## src/rtl/demux_dispatch_ctrl.sv

```systemverilog
// Round-robin dispatcher: one-entry holding register feeding 2^S valid/ready lanes,
// advancing the channel select after BURST delivered words and skipping masked channels.
module demux_dispatch_ctrl #(
  parameter int S     = 3,
  parameter int T     = 1,
  parameter int BURST = 1
) (
  input  logic                 i_clk,
  input  logic                 i_rst,
  input  logic                 i_in_valid,
  output logic                 o_in_ready,
  input  logic [T-1:0]         i_in_data,
  input  logic [(1<<S)-1:0]    i_chan_mask,
  output logic [(1<<S)-1:0]    o_out_valid,
  input  logic [(1<<S)-1:0]    i_out_ready,
  output logic [(1<<S)*T-1:0]  o_out_data,
  output logic [S-1:0]         o_ctrl,
  output logic                 o_busy
);

  localparam int N = 1 << S;
  localparam logic [7:0] BURST_LAST = 8'(BURST - 1);

  localparam logic [0:0] ST_EMPTY = 1'b0;
  localparam logic [0:0] ST_FULL  = 1'b1;

  // First enabled channel after cur (wrapping), cur itself last; cur if none enabled.
  function automatic logic [S-1:0] f_next_en(input logic [S-1:0] cur, input logic [N-1:0] mask);
    logic [S-1:0] res;
    logic [S-1:0] idx;
    res = cur;
    for (int d = N; d >= 1; d--) begin
      idx = cur + S'(d);
      if (mask[idx]) begin
        res = idx;
      end else begin
        res = res;
      end
    end
    return res;
  endfunction

  logic [0:0]   r_state;
  logic [T-1:0] r_hold;
  logic [S-1:0] r_ctrl;
  logic [7:0]   r_cnt;

  logic [0:0]   w_state_nxt;
  logic [T-1:0] w_hold_nxt;
  logic [S-1:0] w_ctrl_nxt;
  logic [7:0]   w_cnt_nxt;

  logic         w_full;
  logic         w_fire_out;
  logic         w_fire_in;
  logic         w_in_ready;
  logic         w_skip;
  logic         w_burst_end;
  logic [S-1:0] w_next_en;

  assign w_full      = (r_state == ST_FULL);
  assign w_fire_out  = w_full & i_out_ready[r_ctrl];
  // Ready is judged against the pre-advance select, so it never depends on i_in_valid.
  assign w_in_ready  = i_chan_mask[r_ctrl] & (~w_full | w_fire_out);
  assign w_fire_in   = i_in_valid & w_in_ready;
  assign w_skip      = ~w_full & ~i_chan_mask[r_ctrl] & (|i_chan_mask);
  assign w_burst_end = (r_cnt == BURST_LAST);
  assign w_next_en   = f_next_en(r_ctrl, i_chan_mask);

  assign o_in_ready = w_in_ready;
  assign o_ctrl     = r_ctrl;
  assign o_busy     = w_full;

  // Next-state logic for the holding register, channel select and burst counter.
  always_comb begin
    w_state_nxt = r_state;
    w_hold_nxt  = r_hold;
    w_ctrl_nxt  = r_ctrl;
    w_cnt_nxt   = r_cnt;
    case (r_state)
      ST_EMPTY: begin
        if (w_fire_in) begin
          w_state_nxt = ST_FULL;
          w_hold_nxt  = i_in_data;
        end else if (w_skip) begin
          w_ctrl_nxt = w_next_en;
          w_cnt_nxt  = 8'd0;
        end else begin
          w_state_nxt = ST_EMPTY;
        end
      end
      ST_FULL: begin
        if (w_fire_out) begin
          if (w_burst_end) begin
            w_cnt_nxt  = 8'd0;
            w_ctrl_nxt = w_next_en;
          end else begin
            w_cnt_nxt = r_cnt + 8'd1;
          end
          if (w_fire_in) begin
            w_hold_nxt = i_in_data;
          end else begin
            w_state_nxt = ST_EMPTY;
          end
        end else begin
          w_state_nxt = ST_FULL;
        end
      end
      default: begin
        w_state_nxt = ST_EMPTY;
      end
    endcase
  end

  // State registers with asynchronous reset.
  always_ff @(posedge i_clk or posedge i_rst) begin
    if (i_rst) begin
      r_state <= ST_EMPTY;
      r_hold  <= '0;
      r_ctrl  <= '0;
      r_cnt   <= 8'd0;
    end else begin
      r_state <= w_state_nxt;
      r_hold  <= w_hold_nxt;
      r_ctrl  <= w_ctrl_nxt;
      r_cnt   <= w_cnt_nxt;
    end
  end

  // Lane decode: only the selected lane carries valid and the held word.
  always_comb begin
    o_out_valid = '0;
    o_out_data  = '0;
    for (int k = 0; k < N; k++) begin
      if (S'(k) == r_ctrl) begin
        o_out_valid[k]        = w_full;
        o_out_data[k*T +: T]  = r_hold;
      end else begin
        o_out_valid[k]        = 1'b0;
        o_out_data[k*T +: T]  = '0;
      end
    end
  end

endmodule
```

## config.mk

```make
export PLATFORM = sky130hd
export DESIGN_NAME = demux_dispatch_ctrl
export DESIGN_NICKNAME = d
export VERILOG_FILES = /design/src/rtl/demux_dispatch_ctrl.sv
export SDC_FILE = /design/constraint.sdc
export NUM_CORES = 1
export LEC_CHECK = 0
export CAP_MARGIN = 20
export CORE_AREA = 10 10 75 71
export DETAILED_ROUTE_END_ITERATION = 8
export DIE_AREA = 0 0 85 81
export PLACE_DENSITY = 0.86
export SLEW_MARGIN = 40
export SYNTH_ARGS = -nofsm -noshare
export SYNTH_HDL_FRONTEND = slang
export SYNTH_SLANG_ARGS = --single-unit
```

## constraint.sdc

```tcl
create_clock -name i_clk -period 2.8 [get_ports i_clk]
set_clock_uncertainty 0.05 [all_clocks]
set_input_delay 0.56 -clock i_clk [delete_from_list [all_inputs] [get_ports i_clk]]
set_output_delay 0.56 -clock i_clk [all_outputs]
set_load 0.05 [all_outputs]
```

==> impl_metrics.json, run 1 <==
{
  "top_layer_used": "met4",
  "num_vias": 1557,
  "synthAdderAreaFrac_pct": 6.88,
  "cts_tree": "built",
  "worstSetupPathType": "input port to output pin",
  "ys_seq_area_share_pct": 19.9,
  "synth_edf_count": 0,
  "layout.nets": 253,
  "core_area_mm2": 0.00388,
  "cp_data_required_time_ps": 2190,
  "row_count": 22,
  "total_power_mw": 3.05,
  "period_share_pct": 98.3,
  "avgSynthCellArea_um2": 9.63,
  "nFillCells": 342,
  "synth_simple_gate_area_share_pct": 21.2,
  "htreeDepth": 1,
  "antenna_found_initial": 0,
  "power.density_mw_per_mm2": 1370,
  "syn_to_final_growth_pct": 35.7,
  "grt_max_degree": 17,
  "setup_viol": 0,
  "max_cap_violations": 0,
  "synthXorXnorAreaFrac_pct": 4.81,
  "syn_inst": 170,
  "relSlewSlack_pct": 65.8,
  "portBuffers": 40,
  "drc": 0,
  "hold_viol": 0,
  "die_h_um": 81,
  "synth-seq-cells": 13,
  "p_leak_nw": 0.995,
  "ioPinCount": 41,
  "routedWlPerCell_um": 16.3,
  "first_pass_iters": 4,
  "dieWidth_um": 85,
  "drt-met1-wl_um": 1960,
  "cts_buffer_depth": 2,
  "cts-root-buf": "clkbuf_8",
  "critPathLaunchType": "input port",
  "wl_met2_um": 2150,
  "dp.cells": 266,
  "fin_tns_setup_ps": 0,
  "multi_input_area_mm2": 0.00125,
  "cts_hold_buf": 0,
  "synth_mux_area_share_pct": 28.0,
  "viasPerCell": 5.75,
  "grtUsageTotal_pct": 12.7,
  "arrival_ps": 2140,
  "clk_latency_ps": 240,
  "globalplace.congestion": 0.875,
  "slew_viol_final": 0,
  "cp_max_fo": 4,
  "layout_common_cells": "buf_4, clkdlybuf4s50_1, nor2_1, and3_1, dfrtp_1",
  "outcome": "complete, no violations",
  "setup.worst_path.end_class": "output pin",
  "hold_class": "flop to flop",
  "overflow": 0,
  "cts_buffers": 3,
  "register_area_um2": 328,
  "dr_wl_met3_um": 277,
  "fmax_mhz": 363,
  "ir_drop_uv": 471,
  "async_flop_share_pct": 100,
  "grt_pass1_vias": 1520,
  "drt-total-wl_um": 4430,
  "hpwl_um": 3430,
  "n_antenna_cell": 0,
  "cts.sink_count": 13,
  "synth_ff_type": "dfrtp_1",
  "dieArea_mm2": 0.00689,
  "yosys_warnings": 0,
  "drive_gt1_share_pct": 29.6,
  "fin_crit_ps": 2750,
  "ys_types": 46,
  "drtAntennaViolNets": 0,
  "utilization_pct": 57.3,
  "synth_top_family_by_area": "multiplexers",
  "hold_slack_ps": 502,
  "worst_slew_pin_slew_ps": 512,
  "rsz0062_at_grt": "false",
  "clk_pin_slew_worst_paths_ps": 50,
  "final_common_cell": "buf_4",
  "initial_utilization_pct": 42.2,
  "synth_compound_area_share_pct": 14.3,
  "syn-cell-area_mm2": 0.00164,
  "synthesis.nets": 199,
  "drt_iter0_markers": 81,
  "grt_pass1_wl_um": 7430,
  "fin_cells": 271
}
registers in the layout (all words and copies together), names as in the netlist:
name    flops
o_busy      1
r_cnt       8
r_hold      1
o_ctrl      3
critical path, stage by stage:
cell	delay (ps)
clkdlybuf4s50_1	430
mux4_2	510
mux2_4	320
and2_1	140
buf_4	180
metrics by stage:
step	cell area (um2)	setup slack, ps
floorplan	1670	3.48
global placement	2160	-32.7
detailed placement	2160	-58.2
CTS	2200	2.63
global route	2220	6.25
finish	2220	47.4
per-layer routing:
layer	vias to the layer above	track usage (%)
met2	50	21.3
met3	6	2.30
li1	756	-
met4	0	3.78
met1	745	16.2
met5	-	0
Yosys cell counts, drive strengths merged, types with 2 or more instances:
library cell,count,share of area (%)
dfrtp,13,20
nand4,7,2.7
a21oi,6,1.8
nor2b,2,0.76
inv,6,1.4
nor3b,2,0.92
xor2,6,3.2
ha,9,6.9
xnor2,3,1.6
nand2b,2,0.76
nor3,3,0.92
clkinv,2,0.46
and2,8,3.1
a22oi,2,0.92
buf,5,2.4
nand3,2,0.61
or4,2,0.92
o211ai,2,0.92
o22ai,2,2.4
nand2,7,1.6
nor2,13,3.0
mux2,10,6.9
o31ai,3,1.7
mux2i,9,5.7
o21ai,5,1.5
clkbuf,3,0.69
a221oi,2,1.1
and3,13,5.0
mux4,11,15
cell type report:
type / instances / area share [%]
multi-input cells: 141 / 56.5
repair buffers: 57 / 22.5
flip-flops and latches: 13 / 14.8
well taps: 48 / 2.70
clock buffers: 4 / 2.03
inverters: 8 / 1.52
kinds of logic (layout without fill, tap and decap cells):
group | Yosys count | count (layout)
AND/OR/NAND/NOR | 63 | 63
AO/OA/AOI/OAI | 30 | 30
multiplexers | 30 | 30
buffers and inverters | 16 | 69
flip-flops | 13 | 13
adder cells (fa/ha/maj) | 9 | 9
XOR/XNOR | 9 | 9
power breakdown:
group          total [mW]  internal (mW)  switching (mW)
logic                2.58           1.14            1.43
registers           0.309          0.240          0.0682
clock network       0.165          0.100          0.0643
total                3.05           1.48            1.57
final timing paths:
path / start / to / slack, ps / cells after the start
max: i_chan_mask[7] / o_in_ready / 50 / 5
min: r_cnt[7] / r_cnt[7] / 500 / 2
max reg2reg: o_ctrl[0] / o_ctrl[1] / 270 / 7
min reg2reg: r_cnt[7] / r_cnt[7] / 500 / 2
max in group asynchronous: i_rst / o_ctrl[0] / 1740 / 2
min in group asynchronous: i_rst / r_cnt[5] / 590 / 2
timing repair:
item | 4_1_cts | 5_1_grt
gates resized for setup | 2 | 5
setup buffers | 0 | 1
hold endpoints to repair | 0 | 0
gates cloned | 0 | 0
setup endpoints to repair | 1 | 2
(Power assumes the default switching activity.)
==> run 2, diff against run 1 <==
--- a/config.mk
+++ b/config.mk
@@ -6,10 +6,10 @@
 export NUM_CORES = 1
 export LEC_CHECK = 0
 export CAP_MARGIN = 20
-export CORE_AREA = 10 10 75 71
+export CORE_AREA = 10 10 67 80
 export DETAILED_ROUTE_END_ITERATION = 8
-export DIE_AREA = 0 0 85 81
-export PLACE_DENSITY = 0.86
+export DIE_AREA = 0 0 77 90
+export PLACE_DENSITY = 0.85
 export SLEW_MARGIN = 40
 export SYNTH_ARGS = -nofsm -noshare
 export SYNTH_HDL_FRONTEND = slang
==> run 2 against run 1 <==
Compared with the run above: register-to-register slack about the same; largest power group unchanged; utilization increased by 1.4 points; die area increased by 0.65%; highest routed layer unchanged; worst setup slack improved by 0.94 ps; critical endpoint unchanged; non-clock buffer count increased by 2; global-route usage increased by 0.51 points; cell count increased by 3.0%.
==> impl_metrics.json, run 2 (same netlist as run 1, synthesis figures left out) <==
{
  "dieArea_mm2": 0.00693,
  "first_pass_iters": 4,
  "htreeDepth": 1,
  "cpPeakStageDelay_ps": 490,
  "largest_reg_flops": 8,
  "clk_pin_slew_worst_paths_ps": 50,
  "grt_pass1_vias": 1661,
  "drc": 0,
  "layout_setup_ws_ps": 48.4,
  "fmax_mhz": 363,
  "layout_common_cells": "buf_4, clkdlybuf4s50_1, nor2_1, and3_1, dfrtp_1",
  "cp_max_fo": 3,
  "clock_power_share_pct": 5.6,
  "ir_drop_uv": 568,
  "initial_utilization_pct": 42.6,
  "seq_power_share_pct": 10.0,
  "worstSetupPathType": "input port to output pin",
  "cts_buffers": 3,
  "die_h_um": 90,
  "power.net_switching_mw": 1.60,
  "syn_to_final_growth_pct": 37.7,
  "clk_latency_ps": 250,
  "setup.worst_path.end_class": "output pin",
  "hpwl_um": 3670,
  "viasPerCell": 5.76,
  "cp_slowest_cell": "mux4_2",
  "slew_viol_final": 0,
  "drt-total-wl_um": 4750,
  "largest-register": "r_cnt",
  "overflow": 0,
  "cts-root-buf": "clkbuf_8",
  "critPathLaunchType": "input port",
  "n_antenna_cell": 0,
  "num_vias": 1606,
  "nFillCells": 344,
  "swShare_pct": 51.7,
  "crit_family": "multiplexers",
  "power.internal_mw": 1.49,
  "cts_buffer_depth": 2,
  "portBuffers": 40,
  "drtAntennaViolNets": 0,
  "row_count": 25,
  "layout.nets": 255,
  "total_power_mw": 3.09,
  "core_area_mm2": 0.00385,
  "hold_viol": 0,
  "relSlewSlack_pct": 65.1,
  "globalplace.congestion": 0.832,
  "drive_gt1_share_pct": 29.8,
  "dieWidth_um": 77,
  "power.density_mw_per_mm2": 1370,
  "reg2reg_slack_ps": 260,
  "worst_slew_pin_slew_ps": 521,
  "cts_hold_buf": 0,
  "period_share_pct": 98.3,
  "rsz0062_at_grt": "false",
  "p_leak_nw": 1.02,
  "worst-path-buf-inv": 2,
  "combPwrFrac_pct": 84.4,
  "outcome": "complete, no violations",
  "grtUsageTotal_pct": 13.2,
  "crit_path_cell_trace": "clkdlybuf4s50_1 > mux4_2 > mux2i_2 > nand2_1 > and2_1 > buf_4",
  "ioPinCount": 41,
  "final_common_cell": "buf_4",
  "setup_viol": 0,
  "cp_data_required_time_ps": 2190,
  "routedWlPerCell_um": 17.0,
  "antenna_found_initial": 0,
  "pre_cts_ws_ps": -19.1,
  "fin_crit_ps": 2750,
  "drt_iter0_markers": 112,
  "grt_pass1_wl_um": 7880,
  "cts_tree": "built",
  "hold_class": "flop to flop",
  "cts.sink_count": 13,
  "arrival_ps": 2140,
  "grt_max_degree": 18,
  "max_cap_violations": 0
}
-- run 2: cell count changes in the layout (fill, tap and decap cells not counted) --
cell,before,now
clkdlybuf4s50_1,21,22
mux2_2,9,10
buf_12,0,1
mux2_4,1,0
dlymetal6s2s_1,2,4
buf_8,1,0
dlygate4sd2_1,2,0
buf_4,31,32
-- run 2: routing by layer --
metal  vias to the layer above  part of all wire (%)  global-route usage, %  wire, um
li1                        761                     -                      -         -
met1                       782                    40                   14.9      1880
met2                        59                    55                   25.0      2590
met3                         4                   5.2                   2.29       249
met4                         0                  0.59                   2.44        28
met5                         -                     0                      0         0
-- run 2: cell type report --
cell class,count,area [um2],area share [%]
Tap cell,54,67.6,3.00
Clock buffer,4,45.0,2.00
Sequential cell,13,328,14.5
Inverter,8,33.8,1.50
Multi-Input combinational cell,141,1250,55.5
Timing Repair Buffer,59,531,23.5
-- run 2: power by group through the flow --
| stage | registers (mW) | clock network (mW) | logic (mW) |
|---|---|---|---|
| after floorplan | 0.389 | 0 | 1.86 |
| after global placement | 0.300 | 0 | 2.49 |
| after detailed placement | 0.305 | 0 | 2.55 |
| after CTS | 0.303 | 0.176 | 2.57 |
| after global routing | 0.315 | 0.184 | 2.81 |
| final | 0.309 | 0.173 | 2.61 |
-- run 2: path summary, 6_finish.rpt --
path,cells after the start,startpoint,to
setup / recovery,6,i_out_ready[3],o_in_ready
hold / removal,2,r_cnt[5],r_cnt[5]
setup reg to reg,8,o_ctrl[1],o_ctrl[1]
hold reg to reg,2,r_cnt[5],r_cnt[5]
max in group asynchronous,2,i_rst,o_ctrl[1]
min in group asynchronous,2,i_rst,r_cnt[0]
-- run 2: stage by stage --
step | hold slack [ps] | cell area [um2] | std cells | TNS, ps | util, %
2_1_floorplan | 387 | 1670 | 170 | 0 | -
3_3_place_gp | 474 | 2180 | 274 | 0 | 56.7
3_5_place_dp | 496 | 2180 | 274 | -19.1 | 56.7
4_1_cts | 509 | 2230 | 278 | 0 | 58.0
5_1_grt | 559 | 2260 | 279 | 0 | 58.6
6_report | 513 | 2260 | 279 | 0 | 58.6
-- run 2: timing repair --
| item | in CTS | in global routing |
|---|---|---|
| gates resized for setup | 1 | 6 |
| setup buffers | 0 | 1 |
| setup endpoints to repair | 1 | 1 |
| pin swaps | 0 | 0 |
-- run 2: worst register-to-register path, stage by stage, from the launching register on --
cell     delay [ps]
dfrtp_2         410
buf_4           200
ha_1            250
ha_1            430
mux4_2          410
nor3b_1         180
o31ai_2         210
nand3_1         100
a22o_1          200
==> run 3, diff against run 2 <==
--- a/config.mk
+++ b/config.mk
@@ -9,6 +9,7 @@
 export CORE_AREA = 10 10 67 80
 export DETAILED_ROUTE_END_ITERATION = 8
 export DIE_AREA = 0 0 77 90
+export GPL_ROUTABILITY_DRIVEN = 0
 export PLACE_DENSITY = 0.85
 export SLEW_MARGIN = 40
 export SYNTH_ARGS = -nofsm -noshare
==> results of run 3 <==
No change in the layout: final DEF, timing and power equal those of run 2.
